## src/rtl/base_decode_pipe.sv

```systemverilog
// Registered binary-to-one-hot decoder with valid/ready on both sides.
// A two-entry store (output stage + skid stage) makes i_r depend only on
// registered state and the reset pin, never on o_r or i_v.
module base_decode_pipe #(
  parameter int unsigned enc_width = 1,
  parameter int unsigned dec_width = 2
) (
  input  logic                 clk,
  input  logic                 reset,
  input  logic                 i_v,
  output logic                 i_r,
  input  logic [0:enc_width-1] i_d,
  output logic                 o_v,
  input  logic                 o_r,
  output logic [0:dec_width-1] o_d,
  output logic                 o_err
);

  // Output stage
  logic                 out_v_q,   out_v_d;
  logic [0:dec_width-1] out_d_q,   out_d_d;
  logic                 out_err_q, out_err_d;

  // Skid stage
  logic                 skid_v_q,   skid_v_d;
  logic [0:dec_width-1] skid_d_q,   skid_d_d;
  logic                 skid_err_q, skid_err_d;

  // Decoded form of the incoming index
  logic [0:dec_width-1] dec_d;
  logic                 dec_err;

  logic accept;
  logic out_free;

  // Decode before storage; out-of-range indices produce an all-zero vector.
  always_comb begin
    int unsigned idx;
    idx     = 32'(i_d);
    dec_d   = '0;
    dec_err = (idx >= dec_width);
    for (int unsigned k = 0; k < dec_width; k++) begin
      dec_d[k] = (idx == k);
    end
  end

  // Handshake terms; ready comes only from the skid flag and the reset pin.
  always_comb begin
    i_r      = !reset && !skid_v_q;
    accept   = i_v && i_r;
    // The output stage can take a new entry when empty or being consumed.
    out_free = !out_v_q || o_r;
  end

  // Next-state routing for both stages.
  always_comb begin
    out_v_d    = out_v_q;
    out_d_d    = out_d_q;
    out_err_d  = out_err_q;
    skid_v_d   = skid_v_q;
    skid_d_d   = skid_d_q;
    skid_err_d = skid_err_q;

    if (skid_v_q) begin
      // Skid full implies output full and i_r low; only a release can happen.
      if (o_r) begin
        out_v_d    = 1'b1;
        out_d_d    = skid_d_q;
        out_err_d  = skid_err_q;
        skid_v_d   = 1'b0;
        skid_d_d   = '0;
        skid_err_d = 1'b0;
      end
    end else if (accept) begin
      if (out_free) begin
        out_v_d   = 1'b1;
        out_d_d   = dec_d;
        out_err_d = dec_err;
      end else begin
        skid_v_d   = 1'b1;
        skid_d_d   = dec_d;
        skid_err_d = dec_err;
      end
    end else if (out_v_q && o_r) begin
      // Drain without refill: clear data so idle outputs read zero.
      out_v_d   = 1'b0;
      out_d_d   = '0;
      out_err_d = 1'b0;
    end
  end

  // State registers with asynchronous active-high reset.
  always_ff @(posedge clk or posedge reset) begin
    if (reset) begin
      out_v_q    <= 1'b0;
      out_d_q    <= '0;
      out_err_q  <= 1'b0;
      skid_v_q   <= 1'b0;
      skid_d_q   <= '0;
      skid_err_q <= 1'b0;
    end else begin
      out_v_q    <= out_v_d;
      out_d_q    <= out_d_d;
      out_err_q  <= out_err_d;
      skid_v_q   <= skid_v_d;
      skid_d_q   <= skid_d_d;
      skid_err_q <= skid_err_d;
    end
  end

  // Outputs come straight from the output stage registers.
  always_comb begin
    o_v   = out_v_q;
    o_d   = out_d_q;
    o_err = out_err_q;
  end

endmodule
```

## config.mk

```make
export PLATFORM = sky130hd
export DESIGN_NAME = base_decode_pipe
export DESIGN_NICKNAME = d
export VERILOG_FILES = /design/src/rtl/base_decode_pipe.sv
export SDC_FILE = /design/constraint.sdc
export NUM_CORES = 1
export LEC_CHECK = 0
export CORE_AREA = 3 3 40 42
export CTS_CLUSTER_DIAMETER = 50
export DETAILED_ROUTE_END_ITERATION = 8
export DIE_AREA = 0 0 43 45
export GPL_ROUTABILITY_DRIVEN = 0
export PLACE_DENSITY = 0.5
export SLEW_MARGIN = 20
export SYNTH_ARGS = -nofsm -noshare
export SYNTH_HDL_FRONTEND = slang
export SYNTH_SLANG_ARGS = --single-unit
```

## constraint.sdc

```tcl
create_clock -name clk -period 2 [get_ports clk]
set_clock_uncertainty 0.2 [all_clocks]
set_input_delay 0.4 -clock clk [delete_from_list [all_inputs] [get_ports clk]]
set_output_delay 0.4 -clock clk [all_outputs]
set_load 0.01 [all_outputs]
```

# == Word-level counts from Yosys, hierarchy flattened ==
# Cells that the tools add are included.
# classes
eq_ne,3
mux,26
bitwise_logic,1
reduce_logical,11
# op_table
cell,n
$mux W2,9
$mux W1,17
$reduce_and A3 Y1,2
$ne A2 B2 Y1 const B,2
$logic_and A1 B1 Y1,3
$logic_not A1 Y1,3
$ne A3 B2 Y1 const B,1
$reduce_bool A3 Y1,1
$reduce_bool A2 Y1,1
$logic_or A1 B1 Y1,1
$not A1 Y1,1
# word_totals
inputBits,5
ff_bits,8
out_inout_bits,5
word_cells,47

# == Depth between registers and ports, before layout ==
# Gate-level depths: netlist of run 1.
# logic_depth
ltp_word,5
mapped_depth,4
ltp_nobuf,3

# == Least setup slack after synthesis of run 1 ==
# OpenSTA, ideal clock, no wires.
# synth_timing
kind,register to register
startpoint,"register out_v_q, in the netlist o_v"
endpoint,"register out_d_q, in the netlist o_d[0]"
setup_time_ns,0.125
period_less_slack_ns,1.463
setup_slack_ns,0.537
stages_incl_launch_ff,4
path_buffers,0
arrival_ns,1.139
required_time_ns,1.675
path_cell_list,dfrtp_1 -> nor2_1 -> mux2i_1 -> mux2_2
# synth_via
elab_chain_len,4
# synth_lines
item,line_no,source
from (decl),20,"logic out_v_q, out_v_d;"
from (signal assigned),102,out_v_q <= out_v_d;
$logic_not A1 Y1,52,out_free = !out_v_q || o_r;
$logic_or A1 B1 Y1,52,
$ne A3 B2 Y1 (no line),n/a,
$reduce_and A3 Y1 (no line) *,n/a,
to (signal assigned),103,out_d_q <= out_d_d;
to (decl),21,"logic [0:dec_width-1] out_d_q, out_d_d;"
# Mark *: on every way between the ends. The rest lies on a longest branch, timed or not.
# A chain may end at the register's enable or synchronous reset.

# == Worst setup path after layout of run 1 ==
# layout_timing
startpoint,input port reset
endpoint,output port i_r
# layout_via
elab_chain_len,2
# layout_lines
item,line_no,source
from (decl),9,"input logic reset,"
$logic_not A1 Y1 (no line),n/a,
$logic_and A1 B1 Y1,49,i_r = !reset && !skid_v_q;
to (decl),11,"output logic i_r,"
# No other way between the ends.

==> results of run 1 <==
[timing repair]
item	CTS	global route
gates resized for setup	1	0
endpoints found under the setup margin	1	0
hold buffers	0	0
hold endpoints to repair	0	0
buffers inserted	0	0
[cells in the mapped netlist, drive strengths merged]
cell	instances	area share
a211o	1	0.030
a21oi	2	0.030
a22o	2	0.053
buf	2	0.057
conb	1	0.011
dfrtp	6	0.45
inv	3	0.034
mux2	2	0.068
mux2i	1	0.030
nand2	2	0.023
nand3b	1	0.023
nor2	2	0.023
nor2b	2	0.038
nor3b	1	0.023
o2bb2ai	2	0.053
o31a	2	0.053
[logic make-up (layout without fill, tap and decap cells)]
logic type             count (synthesis)  in the layout
and+or+nand+nor                        8              8
muxes                                  3              3
buffers and inverters                  5             18
DFF                                    6              6
AOI/OAI and AO/OA                      9              9
other                                  1              1
[metrics by stage]
stage	instance area (sq um)	worst slack (ns)	hold slack [ns]	setup TNS [ns]	utilization
2_1_floorplan	332	0.537	-0.00904	0	-
5_1_grt	463	0.165	0.308	0	0.360
6_report	463	0.191	0.285	0	0.360
3_5_place_dp	442	-0.0865	0.284	-0.0865	0.344
3_3_place_gp	442	-0.0586	0.275	-0.0586	0.344
4_1_cts	463	0.187	0.295	0	0.360
[worst reg2reg max path, stage by stage, from the launching register on]
cell	delay, ns
dfrtp_1	0.37
buf_4	0.17
nor2_1	0.11
mux2i_1	0.29
mux2_2	0.36
[path summary, 6_finish.rpt]
| check | start | end |
|---|---|---|
| max | reset | i_r |
| min | o_d[1]$_DFFE_PP0P_ | o_d[1]$_DFFE_PP0P_ |
| max reg2reg | skid_v_q$_DFF_PP0_ | o_d[0]$_DFFE_PP0P_ |
| min reg2reg | o_d[1]$_DFFE_PP0P_ | o_d[1]$_DFFE_PP0P_ |
| max in group asynchronous | reset | skid_v_q$_DFF_PP0_ |
| min in group asynchronous | reset | o_d[0]$_DFFE_PP0P_ |
[sequential cells by signal (all words and copies together), names as in the netlist]
signal	count
skid_d_q	2
o_v	1
skid_v_q	1
o_d	2
[area by class of cell]
cell class	instances	area, sq um	area share
Clock buffer	3	22.5	0.0486
Inverter	3	11.3	0.0243
Multi-Input combinational cell	21	151	0.327
Sequential cell	6	150	0.324
Tap cell	15	18.8	0.0405
Timing Repair Buffer	12	109	0.235
[power by group]
part           internal, mW  switching [mW]
logic                0.0534          0.0358
registers             0.142          0.0139
clock network        0.0680          0.0456
total                 0.263          0.0953
[routing by layer]
metal  vias to the layer above  track usage
met2                         8        0.126
met4                         0       0.0361
met3                         2       0.0598
met5                         -            0
li1                        138            -
met1                       131       0.0887
==> out/metrics.cfg, run 1 <==
[cts]
cts-htree-levels = 1
cts_buffers = 3
clkTransAtPathRegs_ns = 0.05
clockRootBuffer = clkbuf_4
cts.sinks = 6
cts.path.max_buffers = 2
clk_latency_ns = 0.24
cts_tree = done

[place]
place.port_buffers = 8
dpl.cell_count = 57
hpwl_um = 552

[setup_path]
reg2reg_slack_ns = 0.37
crit_path_end_kind = primary output
cp.depth = 3
critical_path.cell_chain = clkdlybuf4s50_1 > nor2_1 > dlygate4sd2_1
cp_max_fo = 2
worstPathArrival_ns = 1.21
crit_family = buffers and inverters
crit_buf_inv = 2
criticalPathCategory = in -> out
critPathMaxStageDelay_ns = 0.48
start_kind = input pin
slowest_stage = clkdlybuf4s50_1
r2r_cells = 4
cp.required_ns = 1.40

[floorplanning]
num_rows = 13
die_h_um = 45
initial_core_util = 0.258
dieArea_sq_mm = 0.00194
core_area_sq_mm = 0.00128
die_width_um = 43
io_pins = 10

[route]
wl_met2_um = 337
drt_iter0_drc = 6
ant_nets = 0
wl_met3_um = 44
drt-pass1-iter-count = 2
routed_wl_um = 681
vias_per_cell = 4.65
wl_per_cell_um = 11.4
vias = 279
drcViolationCount = 0
route.top_layer_used = met4
wl_met1_um = 288

[sta]
min_period_ns = 1.81
finalHoldViolations = 0
final.period_utilization = 0.905
setup_viol = 0
rsz0062_at_grt = no
fmax_mhz = 553
slew_viol_final = 0

[layout]
layout_commonest_cell = clkdlybuf4s50_1
area_delta_synth_final_pct = 39.6
diodes = 0
layout_common_cells = clkdlybuf4s50_1 (7), dfrtp_1 (6), buf_4 (4)
layout.cells.non_filler = 60
drive_above_1_share = 0.200
n_fill_cell = 132
nets = 52

[hold_path]
worstHoldPathType = reg -> reg
whs_path_depth = 1

[global_route]
grt_pass1_wl_um = 1090
antenna_found_initial = 0
grt_pass1_vias = 242
track_usage = 0.0831
grt_max_degree = 12
grt-ovfl-total = 0

[synth]
yosys-mux-area-fraction = 0.0981
synth_top_family_by_area = compound AO/OA/AOI/OAI gates
yosysSeqAreaShare = 0.453
synth_seq_cells = 6
synth-xor-area-share = 0
syn_area_per_cell_sq_um = 10.4
synthesis.yosys.warnings = 0
synth_compound_area_frac = 0.219
netlist_instances = 32
synthSimpleGateAreaFrac = 0.128
synth_nets = 37
yosys.area_share.adder = 0
synth_area_sq_um = 332
synth_cell_types = 18

[power]
total_power_uw = 358
power.density_mw_per_mm2 = 774
ir_drop_mv = 0.345
leakagePower_nw = 0.213

[flow_run]
maxCapViolations = 0

[run_status]
status = complete, no violations

Note: power is estimated with default switching activity, not from simulation.
==> inputs of run 2 (changes only) <==
--- a/config.mk
+++ b/config.mk
@@ -5,12 +5,13 @@
 export SDC_FILE = /design/constraint.sdc
 export NUM_CORES = 1
 export LEC_CHECK = 0
+export ABC_AREA = 1
 export CORE_AREA = 3 3 40 42
+export CTS_BUF_LIST = sky130_fd_sc_hd__clkbuf_8
 export CTS_CLUSTER_DIAMETER = 50
 export DETAILED_ROUTE_END_ITERATION = 8
 export DIE_AREA = 0 0 43 45
 export GPL_ROUTABILITY_DRIVEN = 0
-export PLACE_DENSITY = 0.5
 export SLEW_MARGIN = 20
 export SYNTH_ARGS = -nofsm -noshare
 export SYNTH_HDL_FRONTEND = slang
==> run 2 against run 1 <==
- via count rose by 11%
- highest routed layer is now met3
- register-to-register slack improved by 0.28 ns
- critical path depth did not move
- critical endpoint unchanged
- wire length fell by 6.5%
==> out/metrics.cfg, run 2 <==
[synth]
synthSimpleGateAreaFrac = 0.434  ; +0.305
async_flop_share = 1.00  ; unchanged
yosysTopAreaCellShare = 0.430  ; -0.0227
synth_ff_type = dfrtp_1
yosysTopAreaCell = dfrtp_1
synth_compound_area_frac = 0.0287  ; -0.190
synth_most_common_cell = nand2_1
synth_top_family_by_area = simple AND/OR/NAND/NOR gates
synth_seq_cells = 6  ; unchanged
synth_cell_types = 15  ; -3
synthTopCellsByCount = nand2_1 (17), dfrtp_1 (6), nand3_1 (5)
syn_area_per_cell_sq_um = 7.27  ; -30%
synthesis.yosys.warnings = 0  ; unchanged
synth-xor-area-share = 0  ; unchanged
synthTopCellsByArea = dfrtp_1 (43%), nand2_1 (18%), nand3_1 (7.2%), nor2_2 (5.4%), inv_2 (4.3%)
synth_nets = 53  ; +43%
yosys.area_share.adder = 0  ; unchanged
yosys-mux-area-fraction = 0  ; -0.0981
yosysSeqAreaShare = 0.430  ; -0.0227
synth_edf_count = 0  ; unchanged
synth_area_sq_um = 349  ; +5.3%
netlist_instances = 48  ; +50%

[floorplanning]
io_pins = 10  ; unchanged
dieArea_sq_mm = 0.00194  ; unchanged
die_h_um = 45  ; unchanged
initial_core_util = 0.272  ; +0.0136
num_rows = 13  ; unchanged
core_area_sq_mm = 0.00128  ; unchanged
die_width_um = 43  ; unchanged

[global_route]
grt_pass1_wl_um = 1180  ; +8.2%
grt_pass1_vias = 303  ; +25%
grt_max_degree = 7  ; -5
grt-ovfl-total = 0  ; unchanged
antenna_found_initial = 0  ; unchanged
track_usage = 0.0821  ; -0.000977

[setup_path]
crit_buf_inv = 2  ; unchanged
critical_path.cell_chain = clkdlybuf4s50_1 > nor2_4 > dlygate4sd2_1
worstPathArrival_ns = 1.25  ; +0.04 ns
cp_max_fo = 2  ; unchanged
cp.required_ns = 1.40  ; about the same
slowest_stage = clkdlybuf4s50_1
critPathMaxStageDelay_ns = 0.52  ; +0.04 ns
criticalPathCategory = in -> out
crit_family = buffers and inverters
start_kind = input pin
crit_path_end_kind = primary output

[route]
drcViolationCount = 0  ; unchanged
ant_nets = 0  ; unchanged
drt_iter0_drc = 5  ; -1
drt-pass1-iter-count = 4  ; +2
vias = 311  ; +11%
vias_per_cell = 4.09  ; -12%
wl_per_cell_um = 8.38  ; -26%
routed_wl_um = 637  ; -6.5%

[power]
ir_drop_mv = 0.324  ; -6.2%
power.density_mw_per_mm2 = 831  ; +7.3%
leakagePower_nw = 0.269  ; +27%

[place]
hpwl_um = 535  ; -3.1%
place.port_buffers = 8  ; unchanged
dpl.cell_count = 73  ; +28%
dp_slack_ns = -0.127  ; -0.0407 ns

[sta]
rsz0062_at_grt = no
fmax_mhz = 540  ; -2.4%
fin_ws_ns = 0.147  ; -0.0439 ns
min_period_ns = 1.85  ; +0.0439 ns
setup_viol = 0  ; unchanged
slew_viol_final = 0  ; unchanged
final.period_utilization = 0.926  ; +0.0219
finalHoldViolations = 0  ; unchanged

[run_status]
status = complete, no violations

[cts]
cts_buffers = 3  ; unchanged
clockRootBuffer = clkbuf_8
cts_hold_buf = 0  ; unchanged
post-cts-setup-buffer-count = 0  ; unchanged
cts.path.max_buffers = 2  ; unchanged
post_cts_resized = 1  ; unchanged
clkTransAtPathRegs_ns = 0.03  ; -0.02 ns
clk_latency_ns = 0.22  ; -0.02 ns
cts_tree = done
cts.sinks = 6  ; unchanged
cts-htree-levels = 1  ; unchanged

[layout]
drive_above_1_share = 0.279  ; +0.0787
layout_common_cells = nand2_1 (17), clkdlybuf4s50_1 (7), dfrtp_1 (6)
layout_commonest_cell = nand2_1
diodes = 0  ; unchanged
layout.cells.non_filler = 76  ; +27%
nets = 68  ; +31%
area_delta_synth_final_pct = 44.1

[hold_path]
worstHoldPathType = reg -> reg

[flow_run]
maxCapViolations = 0  ; unchanged

[run 2: cell type report]
type	count	area [sq um]
clock buffer	3	41.3
fill	131	782
inverter	7	26.3
multi-input combinational	34	165
sequential	6	150
tap	15	18.8
timing repair buffer	11	101
[run 2: final timing paths]
kind | depth (start not counted) | slack, ns | end | start
worst max register to register | 7 | 0.65 | skid_d_q[1]$_DFFE_PP0P_ | skid_v_q$_DFF_PP0_
worst min register to register | 2 | 0.27 | skid_d_q[1]$_DFFE_PP0P_ | skid_d_q[1]$_DFFE_PP0P_
min in group asynchronous | 4 | 0.45 | o_d[1]$_DFFE_PP0P_ | reset
max in group asynchronous | 4 | 1.03 | skid_v_q$_DFF_PP0_ | reset
worst max-delay path | 3 | 0.15 | i_r | reset
worst min-delay path | 2 | 0.27 | skid_d_q[1]$_DFFE_PP0P_ | skid_d_q[1]$_DFFE_PP0P_
[run 2: stage by stage]
stage	hold slack, ns	utilization	setup TNS (ns)	power [mW]	cell area [sq um]
3_5_place_dp	0.265	0.360	-0.127	0.249	463
4_1_cts	0.271	0.391	0	0.425	503
5_1_grt	0.288	0.391	0	0.445	503
3_3_place_gp	0.258	0.360	-0.121	0.249	463
2_1_floorplan	-0.0376	-	0	0.204	349
6_report	0.266	0.391	0	0.418	503
[run 2: logic make-up (layout without fill, tap and decap cells)]
family          Yosys count  in the layout
simple gates             31             31
buf+inv                   8             21
flops                     6              6
compound gates            2              2
other cells               1              1
[run 2: per-layer routing]
metal | share of wire | GRT usage | vias up
li1 | - | - | 172
met1 | 0.49 | 0.115 | 130
met2 | 0.45 | 0.105 | 9
met3 | 0.058 | 0.0279 | 0
met4 | 0 | 0.0542 | 0
met5 | 0 | 0 | -
[run 2: report_power, final]
group | internal [mW] | switching (mW) | leakage [nW]
registers | 0.140 | 0.0132 | 0.0789
logic | 0.0452 | 0.0457 | 0.169
clock network | 0.129 | 0.0446 | 0.0216
[run 2: tightest hold or removal path: stages, from the launching register on]
cell and delay (ns):
dfrtp_1 0.33, nand2_1 0.05, nand2_1 0.05
